<file path="config.mk">
export PLATFORM = sky130hd
export DESIGN_NAME = mem_wb_stage
export DESIGN_NICKNAME = d
export VERILOG_FILES = /design/src/rtl/mips_pkg.sv /design/src/rtl/load_align.sv /design/src/rtl/mem_wb_stage.sv
export SDC_FILE = /design/constraint.sdc
export NUM_CORES = 1
export LEC_CHECK = 0
export BUFFER_PORTS_ARGS = -buffer_cell sky130_fd_sc_hd__buf_2
export CORE_MARGIN = 5
export CORE_UTILIZATION = 35
export DETAILED_ROUTE_END_ITERATION = 16
export PLACE_DENSITY_LB_ADDON = 0.3
export SYNTH_ARGS = -nofsm -noshare
export SYNTH_HDL_FRONTEND = slang
export SYNTH_SLANG_ARGS = --single-unit
</file>
<file path="constraint.sdc">
create_clock -name clk -period 2.6 [get_ports clk]
set_input_delay 0.52 -clock clk [delete_from_list [all_inputs] [get_ports clk]]
set_output_delay 0.52 -clock clk [all_outputs]
set_load 0.1 [all_outputs]
</file>
<file path="src/rtl/mips_pkg.sv">
// mips_pkg: shared definitions for the MIPS memory/write-back stage.
//   - Opcode constants for the loads and stores this stage handles.
//   - FSM state encoding for mem_wb_stage.
//   - Small decode helpers used by the stage and by load_align.
package mips_pkg;

  localparam logic [5:0] OP_LW  = 6'b100011;
  localparam logic [5:0] OP_LB  = 6'b100000;
  localparam logic [5:0] OP_LBU = 6'b100100;
  localparam logic [5:0] OP_SW  = 6'b101011;
  localparam logic [5:0] OP_SB  = 6'b101000;

  typedef enum logic [1:0] {
    ST_IDLE = 2'd0,  // accepting
    ST_MEM  = 2'd1,  // request outstanding
    ST_WB   = 2'd2   // write strobe cycle, also accepting
  } stage_state_e;

  function automatic logic is_load(input logic [5:0] op);
    return (op == OP_LW) || (op == OP_LB) || (op == OP_LBU);
  endfunction

  function automatic logic is_store(input logic [5:0] op);
    return (op == OP_SW) || (op == OP_SB);
  endfunction

  // Word accesses must be 4-byte aligned; byte accesses never misalign.
  function automatic logic is_word(input logic [5:0] op);
    return (op == OP_LW) || (op == OP_SW);
  endfunction

  // Little-endian byte enables: bit i covers data bits 8i+7:8i.
  function automatic logic [3:0] byte_en(input logic [5:0] op, input logic [1:0] off);
    if (is_word(op)) return 4'b1111;
    return 4'b0001 << off;
  endfunction

endpackage

</file>
<file path="src/rtl/load_align.sv">
// load_align: combinational load data formatter.
//   rdata  in  32  raw word returned by data memory
//   offset in  2   byte offset of the access (address bits 1:0)
//   opcode in  6   load opcode (LW / LB / LBU)
//   data   out 32  value to write to the register file
module load_align
  import mips_pkg::*;
(
  input  logic [31:0] rdata,
  input  logic [1:0]  offset,
  input  logic [5:0]  opcode,
  output logic [31:0] data
);

  logic [7:0] sel_byte;

  always_comb begin
    // NOTE: every always_comb output gets a default first so no path leaves it unassigned (no latch).
    sel_byte = 8'h00;
    data     = rdata;
    unique case (offset)
      2'd0: sel_byte = rdata[7:0];
      2'd1: sel_byte = rdata[15:8];
      2'd2: sel_byte = rdata[23:16];
      2'd3: sel_byte = rdata[31:24];
      default: sel_byte = 8'h00;
    endcase
    if (opcode == OP_LB)       data = {{24{sel_byte[7]}}, sel_byte};
    else if (opcode == OP_LBU) data = {24'h000000, sel_byte};
  end

endmodule

</file>
<file path="src/rtl/mem_wb_stage.sv">
// mem_wb_stage: memory-access and write-back stage of the 32-bit MIPS pipeline.
//   in_valid/in_ready          upstream handshake (one instruction per transfer)
//   opcode, alu_result,
//   store_data, dest_addr,
//   dest_wen                   instruction fields from the ALU stage
//   mem_req/mem_we/mem_be/
//   mem_addr/mem_wdata         data-memory request, held stable until ack/timeout
//   mem_rdata/mem_ack          data-memory response
//   write/write_address/
//   write_material             register-file write port, one strobe per instruction
//   misalign_err               pulse: misaligned LW/SW dropped without a request
//   timeout_err                pulse: access abandoned after ACK_TIMEOUT cycles
module mem_wb_stage
  import mips_pkg::*;
#(
  parameter int unsigned ACK_TIMEOUT = 16  // legal range 2..255
) (
  input  logic        clk,
  input  logic        rst_n,
  input  logic        in_valid,
  output logic        in_ready,
  input  logic [5:0]  opcode,
  input  logic [31:0] alu_result,
  input  logic [31:0] store_data,
  input  logic [4:0]  dest_addr,
  input  logic        dest_wen,
  output logic        mem_req,
  output logic        mem_we,
  output logic [3:0]  mem_be,
  output logic [31:0] mem_addr,
  output logic [31:0] mem_wdata,
  input  logic [31:0] mem_rdata,
  input  logic        mem_ack,
  output logic        write,
  output logic [4:0]  write_address,
  output logic [31:0] write_material,
  output logic        misalign_err,
  output logic        timeout_err
);

  localparam logic [7:0] TMO_LAST = 8'(ACK_TIMEOUT - 1);

  stage_state_e state;
  logic [7:0]   wait_cnt;
  logic [5:0]   op_q;      // opcode of the access in flight
  logic [1:0]   off_q;     // byte offset of the access in flight
  logic [4:0]   dest_q;    // load destination
  logic [31:0]  load_data;

  logic accept;
  logic in_load, in_store, in_misalign;

  assign in_ready    = (state == ST_IDLE) || (state == ST_WB);
  assign accept      = in_valid && in_ready;
  assign in_load     = is_load(opcode);
  assign in_store    = is_store(opcode);
  assign in_misalign = is_word(opcode) && (alu_result[1:0] != 2'b00);

  load_align u_load_align (
    .rdata  (mem_rdata),
    .offset (off_q),
    .opcode (op_q),
    .data   (load_data)
  );

  // NOTE: all state below uses non-blocking assignments so every register samples pre-edge values.
  always_ff @(posedge clk or negedge rst_n) begin
    if (!rst_n) begin
      state          <= ST_IDLE;
      wait_cnt       <= 8'd0;
      op_q           <= 6'd0;
      off_q          <= 2'd0;
      dest_q         <= 5'd0;
      mem_req        <= 1'b0;
      mem_we         <= 1'b0;
      mem_be         <= 4'b0000;
      mem_addr       <= 32'd0;
      mem_wdata      <= 32'd0;
      write          <= 1'b0;
      write_address  <= 5'd0;
      write_material <= 32'd0;
      misalign_err   <= 1'b0;
      timeout_err    <= 1'b0;
    end else begin
      // Strobes and pulses last one cycle unless re-asserted below.
      write        <= 1'b0;
      misalign_err <= 1'b0;
      timeout_err  <= 1'b0;

      if (state == ST_MEM) begin
        // Ack is checked first so an ack on the final counted cycle still completes.
        if (mem_ack) begin
          mem_req   <= 1'b0;
          mem_we    <= 1'b0;
          mem_be    <= 4'b0000;
          mem_addr  <= 32'd0;
          mem_wdata <= 32'd0;
          if (is_load(op_q)) begin
            write          <= (dest_q != 5'd0);
            write_address  <= dest_q;
            write_material <= load_data;
            state          <= ST_WB;
          end else begin
            state <= ST_IDLE;
          end
        end else if (wait_cnt == TMO_LAST) begin
          mem_req     <= 1'b0;
          mem_we      <= 1'b0;
          mem_be      <= 4'b0000;
          mem_addr    <= 32'd0;
          mem_wdata   <= 32'd0;
          timeout_err <= 1'b1;
          state       <= ST_IDLE;
        end else begin
          wait_cnt <= wait_cnt + 8'd1;
        end
      end else if (accept) begin
        if (in_misalign) begin
          // Dropped: no request, no write; the pulse marks the lost slot.
          misalign_err <= 1'b1;
          state        <= ST_IDLE;
        end else if (in_load || in_store) begin
          mem_req   <= 1'b1;
          mem_we    <= in_store;
          mem_be    <= byte_en(opcode, alu_result[1:0]);
          mem_addr  <= {alu_result[31:2], 2'b00};
          mem_wdata <= (opcode == OP_SW) ? store_data :
                       (opcode == OP_SB) ? {4{store_data[7:0]}} : 32'd0;
          op_q      <= opcode;
          off_q     <= alu_result[1:0];
          dest_q    <= dest_addr;
          wait_cnt  <= 8'd0;
          state     <= ST_MEM;
        end else begin
          write          <= dest_wen && (dest_addr != 5'd0);
          write_address  <= dest_addr;
          write_material <= alu_result;
          state          <= ST_WB;
        end
      end else begin
        state <= ST_IDLE;
      end
    end
  end

endmodule

</file>
==> results of run 1 <==
flip-flops by register name (all words and copies together) (netlist names):
signal          cells
dest_q              5
mem_addr           30
mem_be              4
mem_req             1
mem_wdata          32
mem_we              1
misalign_err        1
off_q               2
op_q                6
state               2
timeout_err         1
wait_cnt            8
write               1
write_address       5
write_material     32
worst max-delay path: stages (launching register included):
cell	delay (ps)
dfrtp_1	390
nor3b_1	160
buf_4	170
a21oi_2	970
a211o_1	280
mux2_2	150
cells by family (layout without fill, tap and decap cells):
logic type      Yosys count  in the layout  synth area share
flops                   131            131             0.524
compound gates          118            118             0.153
simple gates            104            104            0.0931
mux                     103            103             0.182
buf+inv                  45            284            0.0362
xor+xnor                  6              6           0.00840
fa+ha+maj                 1              1           0.00200
other cells               1              5          0.000600
per-layer routing:
metal / GRT usage / part of all wire / vias to the layer above
met3: 0.0656 / 0.11 / 29
met5: 0 / 0.0024 / -
met2: 0.305 / 0.45 / 262
met4: 0.0619 / 0.017 / 8
li1: - / - / 2355
met1: 0.249 / 0.42 / 2472
power breakdown:
part / internal [W] / switching [W] / leakage [nW]
Combinational: 0.000696 / 0.00283 / 2.11
Sequential: 0.00240 / 0.000214 / 1.66
Clock: 0.00142 / 0.000886 / 0.265
Total: 0.00452 / 0.00393 / 4.03
worst max path at each step:
stage	startpoint	to	slack [ps]	depth (start not counted)
6_report	op_q[5]	write_material[29]	420	5
5_1_grt	op_q[5]	write_material[9]	260	5
2_1_floorplan	opcode[2]	mem_addr[22]	360	5
3_3_place_gp	opcode[2]	mem_addr[15]	190	6
3_5_place_dp	opcode[2]	mem_addr[15]	140	6
4_1_cts	op_q[5]	write_material[29]	400	5
cell type report:
type / count / area [um2] / share of cell area
tap: 225 / 282 / 0.0341
inverter: 11 / 41.3 / 0.00500
clock buffer: 21 / 450 / 0.0546
timing repair buffer: 242 / 1310 / 0.159
sequential: 131 / 3280 / 0.397
clock inverter: 10 / 110 / 0.0133
antenna: 3 / 7.51 / 0.000910
multi-input combinational: 334 / 2770 / 0.336
cell usage in the layout (no fill, tap or decap), drive strengths merged, types with 3 or more instances in the layout:
cell type	instances
a211o	24
clkinvlp	4
xnor2	6
diode	3
a311oi	7
clkinv	4
o32ai	4
buf	242
nor2	16
nand3	5
a21oi	4
nor3	4
mux2	75
clkbuf	21
or2	3
mux2i	27
a211oi	7
o21ai	9
a22o	15
or3b	4
o2bb2ai	25
a21o	4
o22ai	9
inv	11
nand2	24
and2	26
nor2b	4
nor3b	3
dfrtp	131
through the flow:
step	area, um2	setup slack (ps)	hold WS, ps
2_1_floorplan	6260	361	224
3_3_place_gp	7680	190	462
3_5_place_dp	7680	141	465
4_1_cts	8240	404	66.1
5_1_grt	8240	258	89.8
6_report	8250	415	50.5
==> metrics.csv, run 1 <==
stage,metric,value,unit
status,status,completed,
finish,final_util,0.474,
drt,drt_iter0_markers,198,
drt,viasPerCell,5.25,
clocking,root_buffer,clkbuf_16,
logic_synthesis,syn_inst,509,
logic_synthesis,synth_most_common_cell,dfrtp_1,
finish,layout-drive-gt1-share,0.473,
sta,grt_setup_unrepaired,false,
power_and_ir_drop,power_leakage,4.03,nW
power_and_ir_drop,peakVddDrop,0.659,mV
sta,finalMaxSlewViolations,0,
clocking,htree_levels,4,
critical_path,crit_path_end_kind,flip-flop,
drt,drc,0,
die,fp.dieArea,0.0206,mm2
critical_path,critPathArrivalTime,2530,ps
die,start_util,0.359,
power_and_ir_drop,total_power,0.00845,W
finish,syn_to_final_growth,32.0,%
grt,antenna_found_initial,4,
logic_synthesis,synthTopCellsByArea,"dfrtp_1 (52%), mux2_2 (13%), mux2i_1 (4.3%)",
critical_path,r2r_end,write_material[29],
logic_synthesis,ys_async_sr_fraction,1.00,
clocking,cts_buffers,17,
grt,overflow,0,
die,fp.dieH,144,um
place,portBuffers,220,
critical_path,path_class,flip-flop to flip-flop,
die,dieWidth,144,um
logic_synthesis,ys.flop_type,dfrtp_1,
grt,grt_pass1_wl,30.6,mm
clocking,cts_tree,built,
logic_synthesis,syn_avg_cell_area,12.3,um2
drt,totalWireLength,19.9,mm
critical_path,start_kind,flip-flop,
clocking,cts-hold-fix-buffers,0,
sta,fmax,0.458,GHz
sta,final.min_clock_period,2180,ps
critical_path,ff2ff_setup_slack,420,ps
logic_synthesis,synth_area,0.00625,mm2
sta,worst_slew_pin_slew,1330,ps
drt,first_pass_iters,4,
worst_hold_path,hold_path_class,input pin to asynchronous set/reset pin,
drt,vias,5126,
critical_path,r2r_start,op_q[5],
grt,grt_max_degree,52,
logic_synthesis,ys_warn_count,0,
logic_synthesis,synth_common_cells,"dfrtp_1 (131), mux2_2 (71), mux2i_1 (27)",
finish,nNetsFinal,850,
logic_synthesis,ys_types,54,
clocking,clock_path_buffers,2,
die,io_pins,223,
critical_path,cp_max_fo,24,
clocking,ctsResizeCount,0,
place,gp_congestion,0.851,
critical_path,ff2ff_path_depth,5,
power_and_ir_drop,power_density,1020,mW/mm2
logic_synthesis,synth_edf_count,0,
clocking,cts.reportedPaths.clkPinSlew,50,ps
sta,slew_headroom,0.113,
logic_synthesis,synth_seq_area_share,0.524,
logic_synthesis,yosysTopAreaCell,dfrtp_1,
die,rows,48,
sta,post-route-period-util,0.840,
grt,grt_pass1_vias,5544,
clocking,cts_setup_buffers,0,
clocking,clock-sinks,131,
job,cap_violations,0,
clocking,clk_latency,410,ps
critical_path,cp.required,2950,ps
finish,fillers,1643,
sta,hold_viol_final,0,
finish,finalNonFillerCells,977,
place,post-dp-hpwl,15.1,mm
logic_synthesis,netlist.area_leader.share,0.524,
sta,setup_viol,0,
grt,grtUsageTotal,0.192,
logic_synthesis,ys_seq_elements,131,
drt,ant_nets,0,
drt,avgRoutedWirePerCell,20.3,um
die,core_area,0.0174,mm2
place,place_inst,943,
sta,finalClockSkew,8.75,ps
sta,setup_tns,0,ps
Note: power is estimated with default switching activity, not from simulation.
==> run 2: changes to the inputs <==
- clock period: 2.6 -> 1.9 ns (I/O delays scaled with it)
==> metrics.csv, run 2 (synthesized netlist as in run 1, its figures left out) <==
stage,metric,value,unit
grt,antenna_found_initial,5,
finish,mostFrequentLayoutCells,"buf_2 (219), dfrtp_1 (128), mux2_2 (48)",
die,io_pins,223,
finish,final_util,0.509,
finish,syn_to_final_growth,41.7,%
sta,worst_slack,-12.8,ps
die,start_util,0.359,
sta,worst_slew_pin_slew,529,ps
critical_path,ff2ff_setup_slack,-10,ps
drt,vias,5341,
critical_path,cp.required,2200,ps
finish,mostFrequentLayoutCell,buf_2,
critical_path,path_class,flip-flop to flip-flop,
clocking,clock-sinks,131,
sta,hold_viol_final,0,
grt,overflow,0,
critical_path,cp_max_fo,5,
sta,final.min_clock_period,1910,ps
status,violations,negative setup slack,
sta,setup_tns,-56.8,ps
grt,grt_pass1_vias,5522,
grt,grtUsageTotal,0.195,
finish,layout-drive-gt1-share,0.515,
die,fp.dieH,144,um
place,gp_congestion,0.895,
clocking,cts.reportedPaths.clkPinSlew,60,ps
drt,avgRoutedWirePerCell,20.1,um
drt,dr_wl_met3,1.97,mm
status,status,finished with violations,
power_and_ir_drop,power_leakage,4.40,nW
clocking,htree_levels,4,
finish,nNetsFinal,889,
place,portBuffers,220,
sta,fmax,0.523,GHz
clocking,cts_buffers,17,
drt,ant_nets,0,
finish,reg_top3,"mem_wdata: 32 flops, write_material: 32 flops, mem_addr: 30 flops",
finish,fillers,1594,
die,dieWidth,144,um
critical_path,crit_path_end_kind,flip-flop,
sta,finalMaxSlewViolations,0,
finish,seqCellArea,0.00328,mm2
grt,grt_max_degree,53,
drt,totalWireLength,20.4,mm
sta,post-route-period-util,1.01,
place,place_inst,973,
drt,drt-met1-wl,8.50,mm
die,core_area,0.0174,mm2
drt,drt_iter0_markers,208,
clocking,root_buffer,clkbuf_16,
die,rows,48,
drt,highest_layer,met5,
grt,grt_pass1_wl,30.8,mm
critical_path,start_kind,flip-flop,
drt,drc,0,
sta,slew_headroom,0.650,
drt,first_pass_iters,4,
finish,multi_input_area,0.00292,mm2
clocking,clock_path_buffers,2,
drt,viasPerCell,5.26,
finish,finalNonFillerCells,1016,
power_and_ir_drop,power_density,1320,mW/mm2
critical_path,critPathArrivalTime,2210,ps
job,cap_violations,0,
worst_hold_path,hold_path_class,input pin to flip-flop,
power_and_ir_drop,peakVddDrop,0.871,mV
drt,met2_length,9.51,mm
clocking,cts_tree,built,
sta,finalClockSkew,7.67,ps
place,post-dp-hpwl,15.3,mm
clocking,clk_latency,420,ps
sta,setup_viol,9,
die,fp.dieArea,0.0206,mm2
sta,grt_setup_unrepaired,true,
## run 2: path summary, 6_finish.rpt
path                              start      endpoint  cells after the start
setup / recovery            wait_cnt[1]  mem_addr[17]                      7
hold / removal             dest_addr[3]     dest_q[3]                      2
setup reg to reg            wait_cnt[1]  mem_addr[17]                      7
hold reg to reg            mem_wdata[9]  mem_wdata[9]                      1
max in group asynchronous         rst_n   wait_cnt[5]                      3
min in group asynchronous         rst_n  misalign_err                      2
## run 2: metal layers
layer	up-vias	global-route usage
li1	2433	-
met1	2634	0.247
met2	233	0.314
met3	33	0.0709
met4	8	0.0575
met5	-	0
## run 2: worst max-delay path: stages, from the launching register on
cell	delay (ps)
dfrtp_1	390
ha_2	200
and3_4	190
a21o_1	190
a22oi_4	180
buf_12	160
clkbuf_16	150
mux2_2	330
## run 2: cell type report
cell class | count | area share
clock buffers | 20 | 0.0516
clock inverters | 12 | 0.0121
repair buffers | 281 | 0.199
multi-input cells | 334 | 0.329
inverters | 11 | 0.00466
diodes | 2 | 0.000565
well taps | 225 | 0.0318
flip-flops and latches | 131 | 0.371
## run 2: through the flow
stage	hold WS, ps	power [W]	instance area [um2]	setup WS, ps
after floorplan	84.4	0.00748	6360	-119
after global placement	319	0.00852	8070	-204
after detailed placement	323	0.00858	8070	-232
after CTS	208	0.0117	8670	0.0413
after global routing	219	0.0122	8850	-43.7
final	225	0.0117	8860	-12.8
## run 2: where the power goes
group          internal [W]  switching, W
logic               0.00113       0.00393
registers           0.00328      0.000289
clock network       0.00187       0.00124
## run 2: repair_timing
| action | 4_1_cts | 5_1_grt |
|---|---|---|
| cloned | 0 | 3 |
| endpoints found under the setup margin | 74 | 46 |
| hold endpoints to repair | 35 | 0 |
| setup buffers | 2 | 4 |
| pin swaps | 0 | 8 |
| gates resized for setup | 9 | 19 |
| hold buffers | 1 | 0 |
